File: src/rtl/mips_pkg.sv
// rtl/mips_pkg.sv - opcode/funct encodings, ALU codes and ctrl bit positions for the MIPS ID stage
package mips_pkg;

  localparam logic [5:0] OP_RTYPE = 6'h00;
  localparam logic [5:0] OP_ADDI  = 6'h08;
  localparam logic [5:0] OP_LW    = 6'h23;
  localparam logic [5:0] OP_SW    = 6'h2B;
  localparam logic [5:0] OP_BEQ   = 6'h04;

  localparam logic [5:0] FN_ADD = 6'h20;
  localparam logic [5:0] FN_SUB = 6'h22;
  localparam logic [5:0] FN_AND = 6'h24;
  localparam logic [5:0] FN_OR  = 6'h25;
  localparam logic [5:0] FN_SLT = 6'h2A;

  typedef enum logic [3:0] {
    ALU_NOP = 4'd0,
    ALU_ADD = 4'd1,
    ALU_SUB = 4'd2,
    ALU_AND = 4'd3,
    ALU_OR  = 4'd4,
    ALU_SLT = 4'd5
  } alu_op_e;

  // ctrl vector layout: {regdst, alu_src_imm, mem_to_reg, branch, reg_write, mem_write}
  localparam int CTRL_W           = 6;
  localparam int CTRL_REGDST      = 5;
  localparam int CTRL_ALU_SRC_IMM = 4;
  localparam int CTRL_MEM_TO_REG  = 3;
  localparam int CTRL_BRANCH      = 2;
  localparam int CTRL_REG_WRITE   = 1;
  localparam int CTRL_MEM_WRITE   = 0;

endpackage

File: src/rtl/id_regfile.sv
// rtl/id_regfile.sv - 2-read/1-write register file with r0 hardwired to zero and optional WB bypass
//   clk, rst_n      : clock, async active-low reset (all entries cleared)
//   ra1/ra2 -> rd1/rd2 : combinational read ports
//   we, wa, wd      : write port, takes effect on the rising edge
module id_regfile #(
  parameter int DATA_W    = 32,
  parameter int NUM_REGS  = 32,
  parameter int BYPASS_WB = 1,
  localparam int RA_W     = $clog2(NUM_REGS)
) (
  input  logic              clk,
  input  logic              rst_n,
  input  logic [RA_W-1:0]   ra1,
  input  logic [RA_W-1:0]   ra2,
  output logic [DATA_W-1:0] rd1,
  output logic [DATA_W-1:0] rd2,
  input  logic              we,
  input  logic [RA_W-1:0]   wa,
  input  logic [DATA_W-1:0] wd
);

  logic [DATA_W-1:0] regs_q [NUM_REGS];
  logic [DATA_W-1:0] regs_d [NUM_REGS];

  // Writes to r0 are discarded so it always reads back as zero.
  logic wr_en;
  assign wr_en = we && (wa != '0);

  always_comb begin
    regs_d = regs_q;
    if (wr_en) regs_d[wa] = wd;
  end

  always_ff @(posedge clk or negedge rst_n) begin
    if (!rst_n) begin
      for (int i = 0; i < NUM_REGS; i++) regs_q[i] <= '0;
    end else begin
      regs_q <= regs_d;
    end
  end

  // The WB value being written this cycle is returned directly, so a
  // producer three stages ahead needs no extra stall.
  always_comb begin
    rd1 = (ra1 == '0) ? '0 : regs_q[ra1];
    rd2 = (ra2 == '0) ? '0 : regs_q[ra2];
    if (BYPASS_WB != 0) begin
      if (wr_en && (wa == ra1)) rd1 = wd;
      if (wr_en && (wa == ra2)) rd2 = wd;
    end
  end

endmodule

File: src/rtl/id_stage_pipe.sv
// rtl/id_stage_pipe.sv - MIPS decode stage: regfile read, control decode, load-use interlock, ID/EX register
//   IF side : if_valid, if_instr in; id_ready out (accept when if_valid & id_ready)
//   control : flush squashes the ID instruction and the ID/EX entry
//   WB side : wb_we, wb_dst, wb_data write the register file
//   EX side : ex_valid, ex_instr, ex_rs_data, ex_rt_data, ex_imm, ex_dst, ex_ctrl,
//             ex_mem_read, ex_alu_op out; ex_ready in (EX consumes the entry)
module id_stage_pipe
  import mips_pkg::*;
#(
  parameter int DATA_W    = 32,
  parameter int NUM_REGS  = 32,
  parameter int BYPASS_WB = 1,
  localparam int RA_W     = $clog2(NUM_REGS)
) (
  input  logic              clk,
  input  logic              rst_n,
  input  logic              if_valid,
  input  logic [31:0]       if_instr,
  output logic              id_ready,
  input  logic              flush,
  input  logic              wb_we,
  input  logic [RA_W-1:0]   wb_dst,
  input  logic [DATA_W-1:0] wb_data,
  input  logic              ex_ready,
  output logic              ex_valid,
  output logic [31:0]       ex_instr,
  output logic [DATA_W-1:0] ex_rs_data,
  output logic [DATA_W-1:0] ex_rt_data,
  output logic [DATA_W-1:0] ex_imm,
  output logic [RA_W-1:0]   ex_dst,
  output logic [5:0]        ex_ctrl,
  output logic              ex_mem_read,
  output logic [3:0]        ex_alu_op
);

  // Instruction fields
  logic [5:0]      opcode, funct;
  logic [4:0]      rs_f, rt_f, rd_f;
  logic [RA_W-1:0] rs, rt, rd;

  assign opcode = if_instr[31:26];
  assign rs_f   = if_instr[25:21];
  assign rt_f   = if_instr[20:16];
  assign rd_f   = if_instr[15:11];
  assign funct  = if_instr[5:0];
  assign rs     = rs_f[RA_W-1:0];
  assign rt     = rt_f[RA_W-1:0];
  assign rd     = rd_f[RA_W-1:0];

  logic [DATA_W-1:0] rs_data, rt_data, imm_ext;
  assign imm_ext = {{(DATA_W-16){if_instr[15]}}, if_instr[15:0]};

  id_regfile #(
    .DATA_W    (DATA_W),
    .NUM_REGS  (NUM_REGS),
    .BYPASS_WB (BYPASS_WB)
  ) u_regfile (
    .clk   (clk),
    .rst_n (rst_n),
    .ra1   (rs),
    .ra2   (rt),
    .rd1   (rs_data),
    .rd2   (rt_data),
    .we    (wb_we),
    .wa    (wb_dst),
    .wd    (wb_data)
  );

  // Control decode
  logic [CTRL_W-1:0] dec_ctrl;
  logic              dec_mem_read;
  logic              dec_uses_rt;
  alu_op_e           dec_alu_op;
  logic [RA_W-1:0]   dec_dst;

  always_comb begin
    dec_ctrl     = '0;
    dec_mem_read = 1'b0;
    dec_uses_rt  = 1'b0;
    dec_alu_op   = ALU_NOP;
    case (opcode)
      OP_RTYPE: begin
        dec_uses_rt = 1'b1;
        case (funct)
          FN_ADD: dec_alu_op = ALU_ADD;
          FN_SUB: dec_alu_op = ALU_SUB;
          FN_AND: dec_alu_op = ALU_AND;
          FN_OR:  dec_alu_op = ALU_OR;
          FN_SLT: dec_alu_op = ALU_SLT;
          default: dec_alu_op = ALU_NOP;
        endcase
        // The all-zero word is the canonical nop: a harmless write to r0.
        if (dec_alu_op != ALU_NOP || if_instr == 32'h0) begin
          dec_ctrl[CTRL_REGDST]    = 1'b1;
          dec_ctrl[CTRL_REG_WRITE] = 1'b1;
        end
      end
      OP_ADDI: begin
        dec_ctrl[CTRL_ALU_SRC_IMM] = 1'b1;
        dec_ctrl[CTRL_REG_WRITE]   = 1'b1;
        dec_alu_op                 = ALU_ADD;
      end
      OP_LW: begin
        dec_ctrl[CTRL_ALU_SRC_IMM] = 1'b1;
        dec_ctrl[CTRL_MEM_TO_REG]  = 1'b1;
        dec_ctrl[CTRL_REG_WRITE]   = 1'b1;
        dec_mem_read               = 1'b1;
        dec_alu_op                 = ALU_ADD;
      end
      OP_SW: begin
        dec_ctrl[CTRL_ALU_SRC_IMM] = 1'b1;
        dec_ctrl[CTRL_MEM_WRITE]   = 1'b1;
        dec_uses_rt                = 1'b1;
        dec_alu_op                 = ALU_ADD;
      end
      OP_BEQ: begin
        dec_ctrl[CTRL_BRANCH] = 1'b1;
        dec_uses_rt           = 1'b1;
        dec_alu_op            = ALU_SUB;
      end
      default: ;
    endcase
    dec_dst = dec_ctrl[CTRL_REGDST] ? rd : rt;
  end

  // ID/EX register
  logic              valid_q, valid_d;
  logic [31:0]       instr_q, instr_d;
  logic [DATA_W-1:0] rs_data_q, rs_data_d;
  logic [DATA_W-1:0] rt_data_q, rt_data_d;
  logic [DATA_W-1:0] imm_q, imm_d;
  logic [RA_W-1:0]   dst_q, dst_d;
  logic [CTRL_W-1:0] ctrl_q, ctrl_d;
  logic              mem_read_q, mem_read_d;
  logic [3:0]        alu_op_q, alu_op_d;

  // Load-use interlock: the load in ID/EX has not fetched its data yet.
  logic hz;
  assign hz = valid_q && mem_read_q && (dst_q != '0) &&
              ((dst_q == rs) || ((dst_q == rt) && dec_uses_rt));

  logic ex_free, load;
  assign ex_free  = !valid_q || ex_ready;
  assign id_ready = !hz && ex_free && !flush;
  assign load     = if_valid && id_ready;

  always_comb begin
    valid_d    = valid_q;
    instr_d    = instr_q;
    rs_data_d  = rs_data_q;
    rt_data_d  = rt_data_q;
    imm_d      = imm_q;
    dst_d      = dst_q;
    ctrl_d     = ctrl_q;
    mem_read_d = mem_read_q;
    alu_op_d   = alu_op_q;
    if (flush) begin
      valid_d    = 1'b0;
      ctrl_d     = '0;
      mem_read_d = 1'b0;
      alu_op_d   = ALU_NOP;
    end else if (load) begin
      valid_d    = 1'b1;
      instr_d    = if_instr;
      rs_data_d  = rs_data;
      rt_data_d  = rt_data;
      imm_d      = imm_ext;
      dst_d      = dec_dst;
      ctrl_d     = dec_ctrl;
      mem_read_d = dec_mem_read;
      alu_op_d   = dec_alu_op;
    end else if (ex_free) begin
      // Entry consumed with nothing to replace it (stall or empty IF/ID): bubble.
      valid_d    = 1'b0;
      ctrl_d     = '0;
      mem_read_d = 1'b0;
    end
  end

  always_ff @(posedge clk or negedge rst_n) begin
    if (!rst_n) begin
      valid_q    <= 1'b0;
      instr_q    <= '0;
      rs_data_q  <= '0;
      rt_data_q  <= '0;
      imm_q      <= '0;
      dst_q      <= '0;
      ctrl_q     <= '0;
      mem_read_q <= 1'b0;
      alu_op_q   <= ALU_NOP;
    end else begin
      valid_q    <= valid_d;
      instr_q    <= instr_d;
      rs_data_q  <= rs_data_d;
      rt_data_q  <= rt_data_d;
      imm_q      <= imm_d;
      dst_q      <= dst_d;
      ctrl_q     <= ctrl_d;
      mem_read_q <= mem_read_d;
      alu_op_q   <= alu_op_d;
    end
  end

  assign ex_valid    = valid_q;
  assign ex_instr    = instr_q;
  assign ex_rs_data  = rs_data_q;
  assign ex_rt_data  = rt_data_q;
  assign ex_imm      = imm_q;
  assign ex_dst      = dst_q;
  assign ex_ctrl     = ctrl_q;
  assign ex_mem_read = mem_read_q;
  assign ex_alu_op   = alu_op_q;

endmodule
File: config.mk
export PLATFORM = sky130hd
export DESIGN_NAME = id_stage_pipe
export DESIGN_NICKNAME = d
export VERILOG_FILES = /design/src/rtl/mips_pkg.sv /design/src/rtl/id_regfile.sv /design/src/rtl/id_stage_pipe.sv
export SDC_FILE = /design/constraint.sdc
export NUM_CORES = 2
export LEC_CHECK = 0
export BUFFER_PORTS_ARGS = -buffer_cell sky130_fd_sc_hd__buf_2
export CAP_MARGIN = 5
export CORE_MARGIN = 3
export CORE_UTILIZATION = 40
export CTS_CLUSTER_DIAMETER = 150
export DETAILED_ROUTE_END_ITERATION = 16
export GPL_ROUTABILITY_DRIVEN = 0
export HOLD_SLACK_MARGIN = 0.02
export SLEW_MARGIN = 20
export SYNTH_ARGS = -nofsm -noshare
export SYNTH_HDL_FRONTEND = slang
export SYNTH_SLANG_ARGS = --single-unit
File: constraint.sdc
create_clock -name clk -period 5.8 [get_ports clk]
set_clock_uncertainty 0.1 [all_clocks]
set_input_delay 0.29 -clock clk [delete_from_list [all_inputs] [get_ports clk]]
set_output_delay 0.29 -clock clk [all_outputs]
set_load 0.02 [all_outputs]
==> impl_metrics.csv <==
group,metric,value,unit
critical_path,critPathMaxStageDelay,620,ps
sta,slew_violations,0,
place,placed_area,61200,µm²
critical_path,worstReg2RegStart,"ex_dst[1]$_DFFE_PN0P_",
synthesis,synth-edff-count,0,
routing,route.detailed.drc,0,
critical_path,crit_chain,"or4_1 -> o211ai_1 -> or4_1 -> and4_4 -> buf_4 -> nand2_1 -> o22a_1",
critical_path,path_delay_family,"simple AND/OR/NAND/NOR gates",
cts,htree_levels,3,
routing,drt-total-wl,190,mm
routing,first_iter_violations,3897,
critical_path,reg2reg_depth,7,
flow_run,cap_viol_max_count,0,
cts,clockRootBuffer,"clkbuf_16",
critical_path,cp_num_buf_inv,1,
outcome,status,"finished, final reports clean",
synthesis,seq_area_frac_synth,0.484,
cells_and_area,instances_no_fill,6069,
critical_path,reg2reg_slack,2680,ps
critical_path,crit_slowest_cell,"buf_4",
place,port_buffers,219,
place,dpl.cell_count,5786,
cells_and_area,post-route-cell-area,65900,µm²
cts,cts_resized,0,
synthesis,yosys.area.top_type,"dfrtp_1",
cells_and_area,nFillCells,12756,
sta,worst_pin_slew,1250,ps
cts,clkTransAtPathRegs,60,ps
sta,fmax,0.320,GHz
synthesis,synth.cell_area,58700,µm²
sta,setup_viol,0,
hold_path,worstHoldEndpoint,"ex_instr[25]$_DFFE_PN0P_",
critical_path,cp_max_fo,52,
sta,relSlewSlack,0.166,
synthesis,ys_seq_elements,1135,
cts,clk_path_buf_depth,3,
critical_path,crit_type,"reg -> reg",
synthesis,netlist_instances,4062,
sta,grt_setup_unrepaired,"no",
synthesis,synth.area.top_cells,"dfrtp_1, mux2_2, mux4_2",
power_and_ir_drop,ir_drop,0.000244,V
grt,grt_pass1_vias,38906,
grt,grt_first_pass_wirelength,278,mm
cells_and_area,syn_to_final_growth,12.2,%
floorplan,ios,221,
hold_path,holdPathStages,2,
sta,fin_ws,2680,ps
power_and_ir_drop,power_density,351,nW/µm²
grt,grt_max_degree,136,
floorplan,die_h,389,µm
hold_path,min_from,"if_instr[25]",
synthesis,yosysTopAreaCellShare,0.484,
cells_and_area,post-route-util,0.455,
sta,fin_crit,3120,ps
power_and_ir_drop,p_leak,28.3,nW
cts,holdBufCountCts,56,
critical_path,startpoint_type,"register",
sta,finalHoldViolCount,0,
routing,wl_per_cell,31.4,µm
floorplan,die-area,151000,µm²
synthesis,avgSynthCellArea,14.5,µm²
synthesis,synthArstFlopShare,1.00,
routing,firstDrtPassIters,5,
sta,post-route-period-util,0.538,
cts,clk_latency,740,ps
cells_and_area,drive_above_1_share,0.496,
routing,viasPerCell,6.37,
routing,vias,38635,
cts,cts_buffers,119,
grt,grt-ovfl-total,0,
critical_path,critPathRequiredTime,6330,ps
floorplan,die_x,389,µm
routing,ant_nets,0,
sta,setup_tns,0,ps
synthesis,synth_ff_type,"dfrtp_1",
floorplan,initial_core_util,0.406,
critical_path,critPathArrivalTime,3650,ps
synthesis,yosysWarningCount,0,
critical_path,cp_common_cell,"or4_1",
cts,cts_tree,"yes",
place,post-dp-hpwl,107,mm
synthesis,syn_nets,4137,
sta,hold_ws,66.4,ps
floorplan,rows,139,
synthesis,synthDistinctLibCells,53,
floorplan,core,145000,µm²
critical_path,endpoint_kind,"register",
grt,grt_util_all_layers,0.250,
grt,antenna_found_initial,10,
cts,post_cts_buffers,0,
cells_and_area,nNetsFinal,4135,
place,place_worst_setup_slack,2240,ps
power_and_ir_drop,finalPower,23.1,mW
cts,cts.sinks,1135,
critical_path,worstReg2RegEnd,"ex_rs_data[25]$_DFFE_PN0P_",
hold_path,hp-class,"in -> reg",
[cells in the final DEF, fill, tap and decap left out, drive strengths merged, types with 4 or more instances in the layout]
cell type	count
nor4	7
mux2	1026
clkinvlp	4
buf	306
a21oi	64
a31oi	73
inv	4
nor2b	25
nor3	36
clkinv	24
clkbuf	185
nor2	151
nand4	4
o22ai	165
diode	6
nand3	63
nand2	68
mux2i	117
a22oi	40
a211oi	26
bufinv	8
o21ai	7
dfrtp	1135
mux4	480
dlygate4sd3	56
or3	4
nand2b	10
a22o	9
xnor2	16
o22a	8
xor2	5
[kinds of logic (layout without fill, tap and decap cells)]
logic type / count (synthesis) / count (layout) / share of synthesized area
buf+inv: 489 / 587 / 0.0366
other cells: 1 / 7 / 0.0000639
simple gates: 390 / 390 / 0.0308
compound gates: 403 / 403 / 0.0441
mux: 1623 / 1623 / 0.402
xor+xnor: 21 / 21 / 0.00313
flops: 1135 / 1135 / 0.484
[state kept, by name (all words and copies together), names as in the netlist]
name              flops
ex_rt_data           32
ex_dst                5
u_regfile.regs_q   1024
ex_valid              1
ex_instr             32
ex_ctrl               6
ex_rs_data           32
ex_alu_op             3
[report_power, final]
part	leakage (nW)	total, mW	switching (mW)	internal [mW]
combinational	11.9	4.65	1.99	2.66
sequential	14.5	10.5	1.13	9.40
clock	2.01	7.96	3.32	4.64
total	28.3	23.1	6.44	16.7
[final cells by class]
class | instances | area (µm²) | area share
antenna | 6 | 15.0 | 0.000228
clock buffer | 184 | 3630 | 0.0551
clock inverter | 37 | 435 | 0.00661
inverter | 3 | 11.3 | 0.000171
multi-input combinational | 2438 | 28400 | 0.431
sequential | 1135 | 28400 | 0.431
tap | 1903 | 2380 | 0.0361
timing repair buffer | 363 | 2600 | 0.0394
[cells in the mapped netlist (4+ instances only)]
master    instances
or3_1             4
mux2_2         1015
buf_2            85
buf_1            81
nor3_1           36
a31oi_1          73
o21ai_0           5
a21oi_1          64
dfrtp_1        1135
xor2_1            5
buf_6             7
a211oi_1         25
mux2_4           10
mux4_2          480
nor4_1            6
clkbuf_1        272
nor2_1          151
xnor2_1          16
buf_4            41
mux2i_1         117
nand2_1          68
nand2b_1         10
o22ai_1         165
nand3_1          63
nor2b_1          25
a22o_1            9
a22oi_1          40
nand4_1           4
o22a_1            8
[layer usage]
metal  routed length (µm)  GRT usage  up-vias
li1                     -          -    15520
met1                81600      0.362    20997
met2                84800      0.373     1789
met3                17800     0.0611      323
met4                 6140     0.0727        6
met5                   40          0        -
[how the worst max path moves through the flow]
stage | start | endpoint | slack (ps) | cells past startpoint
2_1_floorplan | ex_dst[1]$_DFFE_PN0P_ | ex_rs_data[20]$_DFFE_PN0P_ | 3420 | 8
3_3_place_gp | if_instr[22] | ex_rs_data[25]$_DFFE_PN0P_ | 2220 | 9
3_5_place_dp | if_instr[22] | ex_rs_data[25]$_DFFE_PN0P_ | 2240 | 9
4_1_cts | ex_dst[1]$_DFFE_PN0P_ | ex_rs_data[28]$_DFFE_PN0P_ | 2700 | 7
5_1_grt | ex_dst[1]$_DFFE_PN0P_ | ex_rs_data[25]$_DFFE_PN0P_ | 2480 | 7
6_report | ex_dst[1]$_DFFE_PN0P_ | ex_rs_data[25]$_DFFE_PN0P_ | 2680 | 7
Note: power is estimated with default switching activity, not from simulation.
